`src/rtl/dec38_pkg.sv`:
```
// Shared types and constants for the 3-to-8 sweep decoder.
// Holds the FSM state encoding and the active-low 7-segment patterns
// (dp in bit 7, gfedcba in bits 6..0) for octal digits 0..7.
package dec38_pkg;

    typedef enum logic [1:0] {
        StIdle  = 2'd0,
        StSweep = 2'd1,
        StHold  = 2'd2
    } state_e;

    localparam logic [7:0] SEG_0     = 8'hC0;
    localparam logic [7:0] SEG_1     = 8'hF9;
    localparam logic [7:0] SEG_2     = 8'hA4;
    localparam logic [7:0] SEG_3     = 8'hB0;
    localparam logic [7:0] SEG_4     = 8'h99;
    localparam logic [7:0] SEG_5     = 8'h92;
    localparam logic [7:0] SEG_6     = 8'h82;
    localparam logic [7:0] SEG_7     = 8'hF8;
    localparam logic [7:0] SEG_BLANK = 8'hFF;

endpackage

```
`src/rtl/seg7_oct.sv`:
```
// Combinational octal-digit to active-low 7-segment pattern (dp held off).
module seg7_oct
    import dec38_pkg::*;
(
    input  logic [2:0] code_i,
    output logic [7:0] seg_o
);

    // Straight lookup of the digit glyph.
    always_comb begin
        seg_o = SEG_BLANK;
        unique case (code_i)
            3'd0: seg_o = SEG_0;
            3'd1: seg_o = SEG_1;
            3'd2: seg_o = SEG_2;
            3'd3: seg_o = SEG_3;
            3'd4: seg_o = SEG_4;
            3'd5: seg_o = SEG_5;
            3'd6: seg_o = SEG_6;
            3'd7: seg_o = SEG_7;
            default: seg_o = SEG_BLANK;
        endcase
    end

endmodule

```
`src/rtl/dec38_sweep.sv`:
```
// 3-to-8 decoder with a walking one-hot sweep up to the accepted code.
// A code is taken over a valid/ready handshake, the lit bit walks from bit 0
// to bit <code> at STEP_CYCLES per position, holds HOLD_CYCLES, then pulses
// done in the first idle cycle. Dropping en aborts without a done pulse.
// Optional: define DEC38_SEG_EN to add seg_out_o, a registered active-low
// 7-segment digit of the latched code (blank while idle).
module dec38_sweep
    import dec38_pkg::*;
#(
    parameter int unsigned STEP_CYCLES = 4,
    parameter int unsigned HOLD_CYCLES = 8
) (
    input  logic       clk_i,
    input  logic       rst_ni,
    input  logic       en_i,
    input  logic       in_valid_i,
    input  logic [2:0] in_code_i,
    output logic       in_ready_o,
    output logic [7:0] onehot_o,
    output logic       busy_o,
    output logic       done_o
`ifdef DEC38_SEG_EN
    ,
    output logic [7:0] seg_out_o
`endif
);

    localparam int unsigned MaxCycles = (STEP_CYCLES > HOLD_CYCLES) ? STEP_CYCLES : HOLD_CYCLES;
    localparam int unsigned TimerW    = $clog2(MaxCycles + 1);
    localparam logic [TimerW-1:0] StepLast = TimerW'(STEP_CYCLES - 1);
    localparam logic [TimerW-1:0] HoldLast = TimerW'(HOLD_CYCLES - 1);

    state_e            state_q, state_d;
    logic [2:0]        code_q, code_d;
    logic [7:0]        onehot_q, onehot_d;
    logic [TimerW-1:0] timer_q, timer_d;
    logic              done_q, done_d;
    logic [7:0]        shifted;
    logic [7:0]        target;

`ifdef DEC38_SEG_EN
    logic [7:0] seg_q, seg_d;
    logic [7:0] seg_pat;

    seg7_oct u_seg7_oct (
        .code_i (in_code_i),
        .seg_o  (seg_pat)
    );
`endif

    assign in_ready_o = (state_q == StIdle) && en_i;
    assign busy_o     = (state_q != StIdle);
    assign onehot_o   = onehot_q;
    assign done_o     = done_q;
`ifdef DEC38_SEG_EN
    assign seg_out_o  = seg_q;
`endif

    // Next-state logic: accept, walk one position per STEP_CYCLES, hold, finish.
    always_comb begin
        state_d  = state_q;
        code_d   = code_q;
        onehot_d = onehot_q;
        timer_d  = timer_q;
        done_d   = 1'b0;
`ifdef DEC38_SEG_EN
        seg_d    = seg_q;
`endif
        shifted  = {onehot_q[6:0], 1'b0};
        target   = 8'h01 << code_q;

        if (!en_i) begin
            // Abort path: blank and idle, deliberately no done pulse.
            state_d  = StIdle;
            onehot_d = '0;
            timer_d  = '0;
`ifdef DEC38_SEG_EN
            seg_d    = SEG_BLANK;
`endif
        end else begin
            unique case (state_q)
                StIdle: begin
                    onehot_d = '0;
                    if (in_valid_i) begin
                        code_d   = in_code_i;
                        onehot_d = 8'h01;
                        timer_d  = '0;
                        state_d  = (in_code_i == 3'd0) ? StHold : StSweep;
`ifdef DEC38_SEG_EN
                        seg_d    = seg_pat;
`endif
                    end
                end
                StSweep: begin
                    if (timer_q == StepLast) begin
                        timer_d  = '0;
                        onehot_d = shifted;
                        if (shifted == target) begin
                            state_d = StHold;
                        end
                    end else begin
                        timer_d = timer_q + TimerW'(1);
                    end
                end
                StHold: begin
                    if (timer_q == HoldLast) begin
                        state_d  = StIdle;
                        onehot_d = '0;
                        done_d   = 1'b1;
                        timer_d  = '0;
`ifdef DEC38_SEG_EN
                        seg_d    = SEG_BLANK;
`endif
                    end else begin
                        timer_d = timer_q + TimerW'(1);
                    end
                end
                default: begin
                    state_d  = StIdle;
                    onehot_d = '0;
                    timer_d  = '0;
                end
            endcase
        end
    end

    // State and output registers, cleared asynchronously.
    always_ff @(posedge clk_i or negedge rst_ni) begin
        if (!rst_ni) begin
            state_q  <= StIdle;
            code_q   <= '0;
            onehot_q <= '0;
            timer_q  <= '0;
            done_q   <= 1'b0;
`ifdef DEC38_SEG_EN
            seg_q    <= SEG_BLANK;
`endif
        end else begin
            state_q  <= state_d;
            code_q   <= code_d;
            onehot_q <= onehot_d;
            timer_q  <= timer_d;
            done_q   <= done_d;
`ifdef DEC38_SEG_EN
            seg_q    <= seg_d;
`endif
        end
    end

endmodule

```
`config.mk`:
```
export PLATFORM = sky130hd
export DESIGN_NAME = dec38_sweep
export DESIGN_NICKNAME = d
export VERILOG_FILES = /design/src/rtl/dec38_pkg.sv /design/src/rtl/seg7_oct.sv /design/src/rtl/dec38_sweep.sv
export SDC_FILE = /design/constraint.sdc
export NUM_CORES = 1
export LEC_CHECK = 0
export CORE_MARGIN = 3
export CORE_UTILIZATION = 48
export CTS_BUF_LIST = sky130_fd_sc_hd__clkbuf_4
export DETAILED_ROUTE_END_ITERATION = 16
export GPL_TIMING_DRIVEN = 0
export PLACE_DENSITY = 0.83
export SETUP_SLACK_MARGIN = 0.4
export SYNTH_ARGS = -nofsm -noshare
export SYNTH_HDL_FRONTEND = slang
export SYNTH_SLANG_ARGS = --single-unit
export TNS_END_PERCENT = 20
```
`constraint.sdc`:
```
create_clock -name clk_i -period 2.1 [get_ports clk_i]
set_clock_uncertainty 0.1 [all_clocks]
set_input_delay 0.21 -clock clk_i [delete_from_list [all_inputs] [get_ports clk_i]]
set_output_delay 0.21 -clock clk_i [all_outputs]
set_load 0.02 [all_outputs]
```
==> flow_results.org, run 1 <==
** Yosys
- In this run, distinct cell masters in the synthesized netlist total 36.
- Post-synthesis share of cell area spent on xor and xnor gates :: 0.8589%
- Net count of the mapped netlist :: 113
- Post-Syn Area per Cell :: 9.997 um^2
- Summing the areas of all compound-gate instances in the mapped netlist gives 19.02% of the synthesized area.
- Largest family of logic cells by synthesized area :: simple AND/OR/NAND/NOR gates
- In this run the cell area of the synthesized design comes to 1020 um^2.
- Simple-Gate Fraction of Synth Area :: 19.39%
- Yosys printed 0 warnings.
- Of the total synthesized cell area, the portion taken by full adders, half adders and majority gates is 4.908%.
- Number of synthesized register bits :: 18
- Post-synthesis instance total :: 102
- The share of the Yosys chip area taken by registers is 44.17%.
- Of the post-synthesis cell area, the part taken by muxes is 5.767%.

** Die
- CORE AREA :: 1982 um^2
- Total die area :: 2713 um^2
- DIE WIDTH :: 52.09 um
- Initial core utilization :: 51.45%
- Pin placement for this block handled 18 I/O pins.
- Number of placement rows :: 16
- Vertical die dimension :: 52.09 um

** Timing
- Setup slack on the critical path of the routed design comes to 0.04744 ns.
- Static timing analysis puts the maximum clock frequency at 487.2 MHz.
- Setup violations remaining at the end of the flow were counted as 0.
- Measured against its own limit, the worst slew margin works out to 46.65%.
- The number of failing hold endpoints at the final stage is 0.
- Transition time at the pin with the least slew margin :: 0.7977 ns
- Hold is met by 0.2643 ns.
- Tcrit/Tclk final :: 97.74%
- Setup repair after global routing could not meet its margin everywhere.
- Setup total negative slack on the finished layout was measured at 0 ns.
- Final slew viol count :: 0
- Period minus WS final :: 2.053 ns

** Finish
- Area occupied by multi-input gates :: 583.1 um^2
- Relative to the synthesized area, the layout overhead comes to 37.91%.
- Counting the fill cells in the layout gives 132.
- Number of inserted diodes :: 0
- Fraction of layout cells with a size suffix above 1 :: 30.83%
- Final cell area excluding filler cells :: 1406 um^2
- Registers take 455.4 um^2.
- NumNets Final :: 145

** Drt
- Count of routing violations after the opening detailed-route iteration :: 54
- Summing over every cut layer, the via total after detailed routing is 951.
- WL/cell :: 15.89 um
- For this block, the routed nets add up to 2.543 mm of wire.
- Using the TritonRoute via totals, the vias-per-cell ratio works out to 5.944.
- Once detail routing completed, the nets flagged for antenna violations numbered 0.
- Pre-antenna DRT Iters :: 4
- For this run, design rule violations remaining after detail routing come to 0.

** Global routing
- Summed over all layers, the global routing overflow is 0.
- Initial antenna violation count :: 0
- Global-route wire length before repair :: 4.133 mm
- Global routing used 20.42% of the available tracks across all layers.
- The number of global-route vias before repair is 969.
- Largest net degree at the start of global routing :: 19

** Critical path
- Type of element launching the critical path :: flip-flop
- Number of cells on the worst reg-to-reg path :: 6
- Classification of the worst setup path :: flip-flop to flip-flop
- Category of the worst setup path capture point :: flip-flop
- For the worst setup path, the data arrival time is 2.14 ns.
- Highest fanout seen on the critical path :: 4
- R2r setup slk :: 0.05 ns
- At the worst endpoint, the required time is 2.19 ns.
- The worst register-to-register path begins at state_q[0]$_DFFE_PN0P_.
- The worst register-to-register path ends at state_q[0]$_DFFE_PN0P_.

** Place
- The wire-length estimate of the detail-placed layout is 1.614 mm.
- At the placement stage, the worst setup path has a slack of 0.002734 ns.
- After detailed placement, the total cell area comes to 1237 um^2.
- Buffers placed on the I/O ports in this run total 17.
- RePlAce Congestion :: 0.8129

** Power and ir drop
- Overall power :: 1.444 mW
- Power density over the cells :: 1027 nW/um^2
- IR analysis of the VDD net gives a maximum drop of 0.7441 mV.
- Summed over all cells, the static leakage comes to 0.6158 nW.

** Run
- Max-cap violations :: 0

** Clocking
- Depth of the CTS H-tree :: 1
- Clock insertion delay at the later pin of the skew report :: 0.30 ns
- Hold buffer count at CTS :: 0
- Clock tree from TritonCTS :: yes
- Number of buffers created by CTS :: 3
- Clock-pin slew was measured on the worst setup and hold paths at 0.10 ns.
- Maximum root-to-sink buffer count :: 2
- Clock Sink Count :: 18
- Clock Root Buffer :: sky130_fd_sc_hd__clkbuf_4

** Hold path
- The min-delay analysis places its worst path in the category primary input to asynchronous set/reset pin.

** Outcome
- Status :: completed
[power breakdown]
part / switching [mW] / internal, mW / total [mW]
Clock: 0.106 / 0.0693 / 0.176
Sequential: 0.0653 / 0.404 / 0.469
Combinational: 0.390 / 0.409 / 0.799
Total: 0.561 / 0.883 / 1.44
[timing repair]
item,in CTS,in global routing
pin swaps,9,1
endpoints found under the setup margin,15,24
gates resized for setup,12,8
buffers inserted,9,1
[area by class of cell]
type                       count  share of cell area, %
buffer                         3                  2.224
sequential                    18                  32.38
multi-input combinational     73                  41.46
inverter                       8                  2.135
timing repair buffer          27                  17.53
clock buffer                   3                  1.601
tap                           27                  2.402
clock inverter                 1                 0.2669
[synthesized netlist by cell type, drive strengths merged]
cell type / count / area share [%]
a31oi: 2 / 1.2
a22oi: 2 / 1.5
inv: 8 / 2.9
nand3b: 2 / 1.5
nand4: 2 / 1.2
nor3: 3 / 1.5
nor4: 2 / 1.2
xnor2: 1 / 0.86
o21ai: 7 / 3.4
nand2: 10 / 3.9
nand3: 1 / 0.49
or2b: 2 / 1.5
a21oi: 1 / 0.49
ha: 4 / 4.9
clkbuf: 1 / 0.37
a211o: 1 / 0.86
mux2: 4 / 4.8
o31ai: 2 / 1.5
a22o: 8 / 6.9
a32oi: 1 / 0.86
and4bb: 2 / 2.5
o2111ai: 1 / 0.86
a21o: 1 / 0.74
nand2b: 1 / 0.61
or4: 1 / 1.1
mux2i: 1 / 0.98
and3: 1 / 0.61
nor2: 9 / 3.3
buf: 2 / 2.6
dfrtp: 18 / 44
o211ai: 1 / 0.74
[cells in the final DEF, fill, tap and decap left out, types with 2 or more instances in the layout]
| master | instances |
|---|---|
| sky130_fd_sc_hd__clkbuf_4 | 3 |
| sky130_fd_sc_hd__dfrtp_2 | 4 |
| sky130_fd_sc_hd__dfrtp_1 | 14 |
| sky130_fd_sc_hd__a22o_1 | 8 |
| sky130_fd_sc_hd__or2b_1 | 2 |
| sky130_fd_sc_hd__mux2_2 | 3 |
| sky130_fd_sc_hd__nand2_2 | 2 |
| sky130_fd_sc_hd__ha_2 | 2 |
| sky130_fd_sc_hd__nand3b_1 | 2 |
| sky130_fd_sc_hd__a31oi_1 | 2 |
| sky130_fd_sc_hd__clkdlybuf4s50_1 | 16 |
| sky130_fd_sc_hd__nor2_1 | 7 |
| sky130_fd_sc_hd__inv_2 | 2 |
| sky130_fd_sc_hd__nand4_1 | 2 |
| sky130_fd_sc_hd__nor2_2 | 2 |
| sky130_fd_sc_hd__and4bb_1 | 2 |
| sky130_fd_sc_hd__nand2_1 | 8 |
| sky130_fd_sc_hd__a22oi_1 | 2 |
| sky130_fd_sc_hd__nor3_1 | 2 |
| sky130_fd_sc_hd__o21ai_0 | 6 |
| sky130_fd_sc_hd__buf_4 | 10 |
| sky130_fd_sc_hd__ha_4 | 2 |
| sky130_fd_sc_hd__inv_1 | 6 |
[how the worst max path moves through the flow]
stage | startpoint | end | slack (ns) | depth (start not counted)
after global routing | state_q[0]$_DFFE_PN0P_ | state_q[0]$_DFFE_PN0P_ | 0.002 | 6
final | state_q[0]$_DFFE_PN0P_ | state_q[0]$_DFFE_PN0P_ | 0.05 | 6
after detailed placement | code_q[0]$_DFFE_PN0P_ | state_q[0]$_DFFE_PN0P_ | 0.003 | 6
after CTS | state_q[0]$_DFFE_PN0P_ | state_q[0]$_DFFE_PN0P_ | 0.09 | 6
after global placement | en_i | state_q[0]$_DFFE_PN0P_ | 0.03 | 5
after floorplan | onehot_o[2]$_DFFE_PN0P_ | state_q[0]$_DFFE_PN0P_ | 0.12 | 6
[logic make-up after synthesis]
family | count (synthesis)
xor+xnor | 1
compound gates | 27
fa+ha+maj | 4
flops | 18
buf+inv | 11
mux | 5
simple gates | 36
[per-stage QoR]
stage	utilization (%)	instances
after floorplan	-	102
after global placement	62.44	146
after detailed placement	62.44	146
after CTS	69.26	159
after global routing	70.96	160
final	70.96	160
[state kept, by name, indices dropped and copies added, names as in the netlist]
signal and flops:
onehot_o 8, timer_q 4, code_q 3, state_q 2
done_o 1
[critical path: stages (launching register included)]
cell                      delay, ns
sky130_fd_sc_hd__dfrtp_1       0.39
sky130_fd_sc_hd__inv_2         0.07
sky130_fd_sc_hd__ha_4          0.18
sky130_fd_sc_hd__o31ai_4       0.26
sky130_fd_sc_hd__nor2_2        0.07
sky130_fd_sc_hd__or4_4         0.55
sky130_fd_sc_hd__mux2_4        0.31
[metal layers]
metal / global-route usage [%] / wire length (um) / up-vias
met5: 0 / 0 / -
met4: 11.35 / 54 / 0
met3: 5.444 / 207 / 9
met2: 34.52 / 1251 / 59
met1: 23.01 / 1030 / 449
li1: - / - / 434
(Power assumes the default switching activity.)
==> inputs of run 2 (changes only) <==
--- a/config.mk
+++ b/config.mk
@@ -5,13 +5,15 @@
 export SDC_FILE = /design/constraint.sdc
 export NUM_CORES = 1
 export LEC_CHECK = 0
+export ABC_AREA = 1
 export CORE_MARGIN = 3
-export CORE_UTILIZATION = 48
+export CORE_UTILIZATION = 49
 export CTS_BUF_LIST = sky130_fd_sc_hd__clkbuf_4
 export DETAILED_ROUTE_END_ITERATION = 16
 export GPL_TIMING_DRIVEN = 0
 export PLACE_DENSITY = 0.83
 export SETUP_SLACK_MARGIN = 0.4
+export SKIP_CTS_REPAIR_TIMING = 1
 export SYNTH_ARGS = -nofsm -noshare
 export SYNTH_HDL_FRONTEND = slang
 export SYNTH_SLANG_ARGS = --single-unit
==> flow_results.org, run 2 <==
** Die
- Initial core utilization :: 53.22%
- Number of placement rows :: 16
- Total die area :: 2794 um^2
- The core region is 2022 um^2.
- In this run the vertical extent of the chip is 52.86 um.
- I/O Pins :: 18
- DIE WIDTH :: 52.86 um

** Yosys
- Summing the areas of all xor and xnor instances in the mapped netlist gives 0% of the synthesized area.
- Ys async rst share :: 100.0%
- Count leader, synth :: sky130_fd_sc_hd__nand2_1
- Adder-cell share of the synthesized area :: 4.651%
- Post-Syn Area per Cell :: 7.686 um^2
- Among all flip-flop cells after synthesis, the most frequent one is sky130_fd_sc_hd__dfrtp_1.
- When the netlist entered floorplanning its net count stood at 151.
- Number of enable-type register cells in the synthesized netlist :: 0
- Synth area leader :: sky130_fd_sc_hd__dfrtp_1
- The Yosys step of the flow raised 0 warnings.
- Synthesis inferred 18 register bits.
- Unique masters post-synth :: 22
- Summing every instance area after synthesis gives 1076 um^2.
- After synthesis, the largest family of logic cells by area is simple AND/OR/NAND/NOR gates.
- Synthesis handed over a netlist of 140 instances.
- Top cell types by occurrence after synthesis :: sky130_fd_sc_hd__nand2_1, sky130_fd_sc_hd__inv_1, sky130_fd_sc_hd__dfrtp_1
- Summing the areas of all compound-gate instances in the mapped netlist gives 12.44% of the synthesized area.
- After synthesis, the largest area contributor takes up 41.86% of total cell area.
- Top post-synthesis cells by area :: sky130_fd_sc_hd__dfrtp_1, sky130_fd_sc_hd__nand2_1, sky130_fd_sc_hd__inv_1
- Share of the yosys chip area belonging to registers :: 41.86%
- Simple-Gate Fraction of Synth Area :: 31.51%
- Measured against the total synthesized area, the mux share comes to 0%.

** Timing
- After routing, the total negative slack on setup checks comes to 0 ns.
- Transition time at the pin with the least slew margin :: 0.7702 ns
- Tcrit/Tclk final :: 83.06%
- Period minus WS final :: 1.744 ns
- Worst hold margin :: 0.2587 ns
- Worst path setup slack after routing :: 0.3558 ns
- Finish-stage setup viols :: 0
- Slew HR :: 48.49%
- The number of failing hold endpoints at the final stage is 0.
- Setup repair after global routing could not meet its margin everywhere.
- Fmax :: 573.3 MHz
- Final slew viol count :: 0

** Finish
- Number of inserted diodes :: 0
- Area grow syn2layout :: 21.86%
- Fraction of layout cells with a size suffix above 1 :: 12.42%
- The register with the most flip-flops in the layout has 8 of them.
- After the last flow step, the layout net total stands at 173.
- In the layout the commonest cells are sky130_fd_sc_hd__nand2_1, sky130_fd_sc_hd__inv_1, sky130_fd_sc_hd__dfrtp_1, sky130_fd_sc_hd__clkdlybuf4s50_1, sky130_fd_sc_hd__nand3_1.
- The library cell used most frequently in the layout, excluding fill and tap cells, is sky130_fd_sc_hd__nand2_1.

** Clocking
- After clock tree synthesis, the clock-pin slew on the worst setup and hold paths is 0.10 ns.
- Clock Sink Count :: 18
- Clock Root Buffer :: sky130_fd_sc_hd__clkbuf_4
- In this run the deepest clock path goes through 2 buffers.
- Clock insertion delay at the later pin of the skew report :: 0.29 ns
- Depth of the CTS H-tree :: 1
- Clock tree from TritonCTS :: yes
- Number of buffers created by CTS :: 3

** Drt
- Detailed-route wire length :: 2.296 mm
- After detailed routing, the number of remaining DRC violations is 0.
- Antenna Nets Post-Route :: 0
- After the first detailed-routing iteration, the DRC count stood at 32.
- Vias/cell :: 5.112
- For this run, the detailed router's first-pass iteration total came to 4.
- DR vias :: 961
- WL/cell :: 12.21 um

** Power and ir drop
- Of the total power, the share spent switching nets is 46.48%.
- For this design the total switching power over the nets is 0.6702 mW.
- Part of the power in the clock network :: 12.0%
- Summed over all cells, the static leakage comes to 0.6368 nW.
- The internal portion of the total power is 0.7717 mW.
- Of the total power, registers draw 32.4%.
- Power density over the cells :: 1100 nW/um^2
- Worst-case vdd ir drop :: 0.7026 mV
- Combinational cells account for 55.6% of the total power.

** Critical path
- R2r setup slk :: 0.52 ns
- Type of element launching the critical path :: flip-flop
- For the worst setup path, the data arrival time is 1.43 ns.
- STA classifies the critical path endpoint as an output port.
- Highest fanout seen on the critical path :: 3
- The endpoint identified for the worst register-to-register timing path is timer_q[1]$_DFFE_PN0N_.
- The worst register-to-register path begins at state_q[0]$_DFFE_PN0P_.
- The worst setup path is of the flip-flop to output port kind.
- Measured in cells, the most critical reg-to-reg path has a length of 7.
- For the worst setup path, the data required time is 1.79 ns.

** Global routing
- Total congestion overflow :: 0
- Entering global routing, the biggest net connects 19 pins.
- The number of global-route vias before repair came to 885.
- The first global-routing pass estimated 3.774 mm of wire.
- In the global route stage, overall resource usage came out at 18.69%.
- Initial antenna violation count :: 0

** Hold path
- The min-delay analysis places its worst path in the category primary input to asynchronous set/reset pin.

** Outcome
- Status :: completed

** Place
- Dpl ws :: 0.1293 ns
- HPWL after detailed placement :: 1.839 mm
- At the end of routability-driven placement, the weighted congestion stood at 0.7993.
- Count of buffers from port buffering :: 17

** Run
- Across the run, the number of max-cap violations was 0.
## run 2: per-stage QoR
stage          power, mW  util [%]  area (um^2)  cells
4_1_cts            1.460     64.60         1306    188
5_1_grt            1.561     64.85         1311    188
3_3_place_gp       1.241     63.30         1280    184
6_report           1.442     64.85         1311    188
3_5_place_dp       1.281     63.30         1280    184
2_1_floorplan      1.065         -         1076    140
## run 2: worst max-delay path, stage by stage, from the launching register on
cell and delay (ns):
sky130_fd_sc_hd__dfrtp_1 0.41, sky130_fd_sc_hd__inv_1 0.09, sky130_fd_sc_hd__ha_1 0.17, sky130_fd_sc_hd__nand2_1 0.12, sky130_fd_sc_hd__inv_1 0.12, sky130_fd_sc_hd__dlymetal6s2s_1 0.23
## run 2: worst max-delay path by stage
| stage | start | end | slack [ns] | depth (start not counted) |
|---|---|---|---|---|
| 5_1_grt | state_q[0]$_DFFE_PN0P_ | in_ready_o | 0.23 | 5 |
| 3_3_place_gp | en_i | in_ready_o | 0.15 | 4 |
| 2_1_floorplan | state_q[0]$_DFFE_PN0P_ | code_q[0]$_DFFE_PN0P_ | 0.67 | 7 |
| 6_report | state_q[0]$_DFFE_PN0P_ | in_ready_o | 0.36 | 5 |
| 4_1_cts | state_q[0]$_DFFE_PN0P_ | in_ready_o | -0.04 | 5 |
| 3_5_place_dp | en_i | in_ready_o | 0.13 | 4 |
## run 2: logic make-up (layout without fill, tap and decap cells)
logic type / count (synthesis) / after routing
adders and majority gates: 4 / 4
DFF: 18 / 18
and+or+nand+nor: 68 / 68
buffers and inverters: 26 / 47
AOI/OAI and AO/OA: 24 / 24
## run 2: power groups by stage
stage | Clock, mW | Combinational, mW | Sequential (mW)
3_5_place_dp | 0 | 0.808 | 0.473
5_1_grt | 0.193 | 0.890 | 0.478
2_1_floorplan | 0 | 0.595 | 0.470
6_report | 0.173 | 0.802 | 0.467
4_1_cts | 0.182 | 0.811 | 0.466
3_3_place_gp | 0 | 0.773 | 0.468
## run 2: cell type report
class	count	area, um^2
Fill cell	190	710.7
Clock inverter	1	3.754
Sequential cell	18	450.4
Tap cell	27	33.78
Timing Repair Buffer	17	175.2
Buffer	2	12.51
Multi-Input combinational cell	96	523.0
Inverter	24	90.09
Clock buffer	3	22.52
## run 2: metal layers
metal | global-route usage (%) | vias to the layer above | wire (um)
met4 | 7.660 | 0 | 23
li1 | - | 496 | -
met2 | 34.71 | 26 | 1213
met3 | 2.535 | 4 | 108
met1 | 21.11 | 435 | 951
met5 | 0 | - | 0
